### src/rtl/div_pkg.sv
// Shared divider constants and widths, also used by the execute stage.
// Optional build macro: DIV_EARLY_OUT_EN (see rtl/div.sv).
package div_pkg;

    localparam int RegBus       = 32;
    localparam int DoubleRegBus = 64;

    localparam logic [1:0] DivFree   = 2'b00;
    localparam logic [1:0] DivByZero = 2'b01;
    localparam logic [1:0] DivOn     = 2'b10;
    localparam logic [1:0] DivEnd    = 2'b11;

    localparam logic DivStart          = 1'b1;
    localparam logic DivStop           = 1'b0;
    localparam logic DivResultReady    = 1'b1;
    localparam logic DivResultNotReady = 1'b0;

    function automatic logic [RegBus-1:0] neg(input logic [RegBus-1:0] v);
        return (~v) + RegBus'(1);
    endfunction

    function automatic logic [RegBus-1:0] mag(input logic sgn,
                                              input logic [RegBus-1:0] v);
        return (sgn && v[RegBus-1]) ? neg(v) : v;
    endfunction

endpackage

### src/rtl/div_step.sv
// One restoring-division iteration: trial subtract of the divisor from the
// partial remainder shifted left with the next dividend bit.
module div_step
    import div_pkg::*;
(
    input  logic [RegBus-1:0] r,
    input  logic              nbit,
    input  logic [RegBus-1:0] b,
    output logic [RegBus-1:0] r_next,
    output logic              q_bit
);

    logic [RegBus:0] trial;

    assign trial  = {r, nbit} - {1'b0, b};
    assign q_bit  = ~trial[RegBus];
    // r < b always holds, so the failed-trial value fits in RegBus bits
    assign r_next = q_bit ? trial[RegBus-1:0] : {r[RegBus-2:0], nbit};

endmodule

### src/rtl/div.sv
// Multi-cycle radix-2 restoring divider for DIV/DIVU, with annul support.
// Define DIV_EARLY_OUT_EN to finish at once when |dividend| < |divisor|.
module div
    import div_pkg::*;
(
    input  logic                    clk,
    input  logic                    rst,
    input  logic                    signed_div_i,
    input  logic [RegBus-1:0]       opdata1_i,
    input  logic [RegBus-1:0]       opdata2_i,
    input  logic                    start_i,
    input  logic                    annul_i,
    output logic [DoubleRegBus-1:0] result_o,
    output logic                    ready_o
);

    logic [1:0]        state;
    logic [5:0]        cnt;
    logic [RegBus-1:0] rem;
    logic [RegBus-1:0] quo;
    logic [RegBus-1:0] dvsr;
    logic              neg_q;
    logic              neg_r;
    logic [RegBus-1:0] step_r;
    logic              step_q;
    logic [RegBus-1:0] fix_q;
    logic [RegBus-1:0] fix_r;
    logic [RegBus-1:0] fix_a;
    logic              early;

    div_step u_step (
        .r      (rem),
        .nbit   (quo[RegBus-1]),
        .b      (dvsr),
        .r_next (step_r),
        .q_bit  (step_q)
    );

    assign fix_q = neg_q ? neg(quo) : quo;
    assign fix_r = neg_r ? neg(rem) : rem;
    // quo still holds |dividend| on the first DivOn cycle
    assign fix_a = neg_r ? neg(quo) : quo;

`ifdef DIV_EARLY_OUT_EN
    assign early = (cnt == 6'd0) && (quo < dvsr);
`else
    assign early = 1'b0;
`endif

    always_ff @(posedge clk or negedge rst) begin
        if (!rst) begin
            state    <= DivFree;
            cnt      <= '0;
            rem      <= '0;
            quo      <= '0;
            dvsr     <= '0;
            neg_q    <= 1'b0;
            neg_r    <= 1'b0;
            result_o <= '0;
            ready_o  <= DivResultNotReady;
        end else if (annul_i) begin
            state    <= DivFree;
            cnt      <= '0;
            result_o <= '0;
            ready_o  <= DivResultNotReady;
        end else begin
            unique case (state)
                DivFree: begin
                    if (start_i == DivStart) begin
                        if (opdata2_i == '0) begin
                            state <= DivByZero;
                        end else begin
                            state <= DivOn;
                            cnt   <= '0;
                            rem   <= '0;
                            quo   <= mag(signed_div_i, opdata1_i);
                            dvsr  <= mag(signed_div_i, opdata2_i);
                            neg_q <= signed_div_i &
                                     (opdata1_i[RegBus-1] ^ opdata2_i[RegBus-1]);
                            neg_r <= signed_div_i & opdata1_i[RegBus-1];
                        end
                    end
                end
                DivByZero: begin
                    state    <= DivEnd;
                    result_o <= '0;
                    ready_o  <= DivResultReady;
                end
                DivOn: begin
                    if (early) begin
                        state    <= DivEnd;
                        result_o <= {fix_a, {RegBus{1'b0}}};
                        ready_o  <= DivResultReady;
                    end else if (cnt != 6'd32) begin
                        rem <= step_r;
                        quo <= {quo[RegBus-2:0], step_q};
                        cnt <= cnt + 6'd1;
                    end else begin
                        state    <= DivEnd;
                        result_o <= {fix_r, fix_q};
                        ready_o  <= DivResultReady;
                    end
                end
                DivEnd: begin
                    if (start_i == DivStop) begin
                        state    <= DivFree;
                        result_o <= '0;
                        ready_o  <= DivResultNotReady;
                    end
                end
                default: state <= DivFree;
            endcase
        end
    end

endmodule

### config.mk
export PLATFORM = sky130hd
export DESIGN_NAME = div
export DESIGN_NICKNAME = d
export VERILOG_FILES = /design/src/rtl/div_pkg.sv /design/src/rtl/div_step.sv /design/src/rtl/div.sv
export SDC_FILE = /design/constraint.sdc
export NUM_CORES = 1
export LEC_CHECK = 0
export ABC_AREA = 1
export CAP_MARGIN = 20
export CORE_MARGIN = 2
export CORE_UTILIZATION = 30
export CTS_BUF_LIST = sky130_fd_sc_hd__clkbuf_4 sky130_fd_sc_hd__clkbuf_8 sky130_fd_sc_hd__clkbuf_16
export CTS_CLUSTER_DIAMETER = 50
export DETAILED_ROUTE_END_ITERATION = 8
export SYNTH_ARGS = -nofsm -noshare
export SYNTH_HDL_FRONTEND = slang
export SYNTH_HIERARCHICAL = 1
export SYNTH_SLANG_ARGS = --single-unit
### constraint.sdc
create_clock -name clk -period 2.5 [get_ports clk]
set_clock_uncertainty 0.15 [all_clocks]
set_input_delay 0.375 -clock clk [delete_from_list [all_inputs] [get_ports clk]]
set_output_delay 0.375 -clock clk [all_outputs]
set_load 0.05 [all_outputs]
==> Word-level counts from Yosys, hierarchy flattened <==
Index checks and enable logic that the tools add are counted.
{ "word_totals": {"word_cells": 81, "regBits": 171} }
{ "classes": {"n_mux": 32, "n_reduce_logical": 12, "addsub": 6, "eq_ne": 12, "bitwise_logic": 10} }
{ "op_table": {"columns": ["operator", "n"], "rows": [
  ["two-way mux 32 bit", 11],
  ["two-way mux 64 bit", 3],
  ["one-hot mux 64 bit (3 select lines)", 1],
  ["adder 32 x 1 -> 32 bit, second input constant", 4],
  ["inverter 32 bit", 4],
  ["one-hot mux 32 bit (2 select lines)", 2],
  ["subtractor 33 x 32 -> 33 bit", 1],
  ["zero test 32 bit", 1],
  ["two-way mux 6 bit", 4],
  ["inequality test 3 bit, second input constant", 5],
  ["one-hot mux 6 bit (2 select lines)", 1],
  ["two-way mux 2 bit", 5],
  ["one-hot mux 2 bit (4 select lines)", 1],
  ["AND reduction 4 bit", 2],
  ["adder 6 x 1 -> 6 bit, second input constant", 1],
  ["inequality test 2 bit, second input constant", 3],
  ["inequality test 6 bit, second input constant", 1],
  ["AND reduction 3 bit", 2],
  ["AND reduction 5 bit", 1],
  ["equality test 2 bit, second input constant", 2],
  ["nonzero test 4 bit", 1],
  ["two-way mux 1 bit", 3],
  ["inverter 1 bit", 3],
  ["one-hot mux 1 bit (3 select lines)", 1],
  ["other kinds (7)", 9]
]} }

==> Depth between registers and ports, before layout <==
{ "logic_depth": {"depth_word": 6, "mapped_depth": 19, "mapped_depth_nobuf": 18} }

==> Hierarchy <==
Netlist, hierarchy kept.
{ "modules_own_cells": {"columns": ["mod", "cells_each", "area_per_inst_um2", "n_inst", "seq_area_each_um2"], "rows": [
  ["div", 1533, 10613.9, 1, 4279.1],
  ["div_step", 683, 3163.0, 1, 0.0]
]} }

==> Worst setup path before layout <==
No wires, ideal clock.
{ "synth_path": {"path_type": "reg2reg", "from": "register quo[31]", "to": "register quo[0]", "setup_slack_ns": 0.112, "stages_incl_launch_ff": 19, "synth_period_minus_slack_ns": 2.388, "arrival_time_ns": 2.119, "path_cell_list": "dfrtp_1 -> inv_1 -> ha_1 -> fa_1 -> inv_1 -> nand2_1 -> nand2_1 -> nand3_1 -> nand2_2 -> nand2_1 -> nand2_2 -> nand2_2 -> nand3_1 -> nand2_4 -> buf_6 -> nand2_1 -> o21ai_0 -> nand2_1 -> o21ai_2"} }
{ "synth_between": {"elab_chain_cells": 4} }
{ "synth_lines": {"columns": ["element", "line_no", "source"], "rows": [
  ["from (decl)", "div.sv:20", "logic [RegBus-1:0] quo;"],
  ["from (signal assigned)", "div.sv:76", "quo <= mag(signed_div_i, opdata1_i);"],
  ["from (signal assigned)", "div.sv:96", "quo <= {quo[RegBus-2:0], step_q};"],
  ["subtractor 33 x 32 -> 33 bit", "div_step.sv:15", "assign trial = {r, nbit} - {1'b0, b};"],
  ["inverter 1 bit", "div_step.sv:16", "assign q_bit = ~trial[RegBus];"],
  ["named net step_q", "div.sv:25", "logic step_q;"],
  ["two-way mux 32 bit", "div.sv:94", "end else if (cnt != 6'd32) begin"],
  ["one-hot mux 32 bit (2 select lines)", "div.sv:67", "unique case (state)"]
]} }
The timed path passes the listed nets, and every way through them passes these cells. The select of a mux whose other input is x is not followed.
A chain may end at the register's enable or synchronous reset.

==> Worst setup path after layout <==
{ "layout_path": {"from": "register dvsr[0]", "to": "register rem[10]"} }
{ "layout_between": {"elab_chain_cells": 4} }
{ "layout_lines": {"columns": ["element", "line_no", "source"], "rows": [
  ["from (decl)", "div.sv:21", "logic [RegBus-1:0] dvsr;"],
  ["from (signal assigned)", "div.sv:77", "dvsr <= mag(signed_div_i, opdata2_i);"],
  ["subtractor 33 x 32 -> 33 bit", "div_step.sv:15", null],
  ["two-way mux 32 bit", "div_step.sv:18", "assign r_next = q_bit ? trial[RegBus-1:0] : {r[RegBus-2:0], nbit};"],
  ["named net step_r[10]", "div.sv:24", "logic [RegBus-1:0] step_r;"],
  ["two-way mux 32 bit", "div.sv:94", null],
  ["one-hot mux 32 bit (2 select lines)", "div.sv:67", null],
  ["to (signal assigned)", "div.sv:95", "rem <= step_r;"],
  ["to (decl)", "div.sv:19", "logic [RegBus-1:0] rem;"]
]} }
The timed path passes the listed nets, and every way through them passes these cells. The select of a mux whose other input is x is not followed.

==> metrics.md <==
| Metric | Value |
|---|---|
| Outcome | complete, but fails checks |
| Failing checks | setup timing |
| Slew Viols, Final | 0 |
| Layout area overhead | 31.4% |
| Period Utilization, post-route | 1.00 |
| Ys Warns | 6 |
| Final wirelength | 49100 um |
| Setup Viol. Count Final | 4 |
| Post-synthesis sequential area ratio | 0.311 |
| 1st-pass router iterations | 5 |
| Initial DRC Count | 1020 |
| Core ar. | 45400 sq um |
| Final Worst Setup Slack | -0.0121 ns |
| Cell accounting for the most synthesized area | dfrtp_1 |
| FF-to-FF End | rem[10]$_DFFE_PN0P_ |
| Dpl ws | -0.426 ns |
| Worst path required time | 2.66 ns |
| Highest-delay cell along the critical path | dfrtp_1 |
| Startpoint of the worst register-to-register path | dvsr[0]$_DFFE_PN0P_ |
| Cell with the most instances after synthesis | nand2_1 |
| Post-Syn Area per Cell | 6.22 sq um |
| Max incr delay on CP | 0.41 ns |
| Site Rows | 78 |
| Type of the worst setup path | reg -> reg |
| # diodes | 0 |
| Cell chosen for the clock root | clkbuf_16 |
| Hold Fails Final Rpt | 0 |
| CP endpoint kind | register |
| Synth top area cells | dfrtp_1 31%, nand2_1 24%, inv_1 7.6% |
| Critical Path AT | 2.68 ns |
| Synth Register Bits | 171 |
| Total grt overflow | 0 |
| Relative slew slack | 0.536 |
| Clk sinks | 171 |
| Worst Hold Class | in -> async |
| Crit path max-delay family | simple AND/OR/NAND/NOR gates |
| CTS tree | built |
| RSZ-0062 raised after global routing | yes |
| Global-route wire length before repair | 75400 um |
| Cell Pwr Density | 1500 nW/um^2 |
| Layout Nets | 2597 |
| TritonCTS Buffers | 17 |
| Die area | 47700 sq um |
| Antenna Nets Post-Route | 0 |
| Routability cong. | 0.906 |
| Crit path time final | 2.51 ns |
| Most used cell, CP | nand2_2 |
| VDD IR max | 0.000778 V |
| I/O Pins | 134 |
| Synthesized area | 13800 sq um |
| Vias in the first global route | 14000 |
| Vias per inst | 4.79 |
| Via Count | 14800 |
| Die span in y | 218 um |
| Area share of the largest cell type after synthesis | 0.311 |
| Reg2reg path depth | 18 |
| Syn_nets | 2329 |
| Top cells by count, synth | 876 x nand2_1, 280 x inv_1, 204 x nor2_1 |
| Critical path fanouts, max | 8 |
| CP Capture Point | rem[10]$_DFFE_PN0P_ |
| Max H-tree Level | 4 |
| Critical path depth in cells | 18 |
| Clock slew at reported path FFs | 0.07 ns |
| Clock Latency Late Sink | 0.45 ns |
| Worst R2R Setup Slack | -0.01 ns |
| Max Fclk | 398 MHz |
| Die width | 218 um |
| Critical Path Start | dvsr[0]$_DFFE_PN0P_ |
| IO buf count | 133 |
| DP HPWL | 38200 um |
| Cell Chain, Critical Path | ha_4, fa_2, inv_2, nand2_2, nand2_2, nand3_2, nand2_2, nand2_2, nand2_4, nand2_4, buf_6, nand3_4, buf_12, nand2_8, nand2_1, nand2_1, nand2_1, o21ai_2 |
| Initial antenna violation count | 0 |
| Buf/Inv on CP | 3 |
| Async SR Flop Fraction | 1.00 |
| Slew @ Worst Pin | 0.695 ns |
| Leakage | 9.43 nW |
| Largest net degree at the start of global routing | 57 |
| Wire per inst | 15.8 um |
| Layout cells sized above 1 | 0.145 |
| Worst Setup Start Kind | register |
| Initial Util | 0.304 |
| Post-synth cell types | 42 |
| Bufs on Longest Clock Path | 2 |
| Fin Hold WS | 0.285 ns |
| Fillers | 4806 |
| Post-synth EDFFs | 0 |
| Remaining DRCs | 0 |
| Max Cap Viol | 0 |
| Post-synthesis cell count | 2216 |
| Main synth FF type | dfrtp_1 |
| GRT Util Overall | 0.202 |
[placed cells by master, fill, tap and decap left out, types with 6 or more instances in the layout]
cell,n
ha_4,14
nor2_2,8
nor2_1,201
o21bai_1,11
xor2_1,54
nand2_8,7
clkbuf_16,19
buf_12,13
nand4_1,36
o21ai_1,32
inv_2,19
nand2_4,11
o21ai_2,30
a21oi_1,42
ha_1,27
clkdlybuf4s50_1,132
inv_6,6
nand2_2,44
nand2_1,832
buf_4,149
o21ai_0,100
inv_1,269
dfrtp_1,171
nand3_1,187
nor3_1,12
[state kept, by name, indices dropped and copies added (netlist names)]
name and cells:
rem 32, state 2, cnt 6, dvsr 32, ready_o 1, result_o 64, neg_r 1, neg_q 1
quo 32
[layout make-up]
type                            instances  area (sq um)  share of cell area
Inverter                              288          1080              0.0597
Clock inverter                         15           131             0.00726
Timing Repair Buffer                  303          2850               0.157
Clock buffer                           17           425              0.0235
Tap cell                              600           751              0.0415
Sequential cell                       171          4280               0.236
Multi-Input combinational cell       1703          8580               0.474
[cells by family after synthesis]
kind of cell	after synthesis	synth area share
buf+inv	349	0.107
xor+xnor	58	0.0369
flops	171	0.311
fa+ha+maj	44	0.0405
simple gates	1365	0.409
compound gates	229	0.0958
[metal layers]
layer / wire, um / track usage
met5: 0 / 0
met4: 1070 / 0.0544
met3: 2170 / 0.0278
met2: 22200 / 0.325
met1: 23600 / 0.282
[metrics by stage]
step / cell area [sq um] / utilization / setup TNS [ns] / cells / power, mW
3_5_place_dp: 16800 / 0.370 / -21.39 / 3045 / 22.3
6_report: 18100 / 0.399 / -0.0300 / 3097 / 27.2
3_3_place_gp: 16800 / 0.370 / -17.44 / 3045 / 22.1
4_1_cts: 17600 / 0.389 / -0.125 / 3084 / 25.7
2_1_floorplan: 13800 / - / 0 / 2216 / 16.2
5_1_grt: 18100 / 0.399 / -3.63 / 3097 / 29.5
[power by group]
part | internal [mW] | leakage (nW) | switching [mW]
Sequential | 3.84 | 2.27 | 1.11
Clock | 1.31 | 0.273 | 1.27
Combinational | 7.15 | 6.88 | 12.5
[timing repair]
action | CTS | global route
pin swaps | 12 | 26
resized for setup | 47 | 68
endpoints found under the hold margin | 40 | 0
hold buffers | 1 | 0
setup buffers | 3 | 7
cloned | 4 | 6
setup endpoints to repair | 33 | 56
[worst min-delay path by stage]
| stage | from | end | slack [ns] | cells past startpoint |
|---|---|---|---|---|
| 3_3_place_gp | rst | result_o[57]$_DFFE_PN0P_ | 0.20 | 1 |
| 5_1_grt | rst | result_o[24]$_DFFE_PN0P_ | 0.32 | 2 |
| 3_5_place_dp | rst | result_o[50]$_DFFE_PN0P_ | 0.21 | 1 |
| 2_1_floorplan | rst | cnt[0]$_DFFE_PN0P_ | -0.07 | 0 |
| 4_1_cts | rst | rem[25]$_DFFE_PN0P_ | 0.29 | 2 |
| 6_report | rst | result_o[24]$_DFFE_PN0P_ | 0.29 | 2 |
No activity file was read; power rests on OpenSTA's default activity.
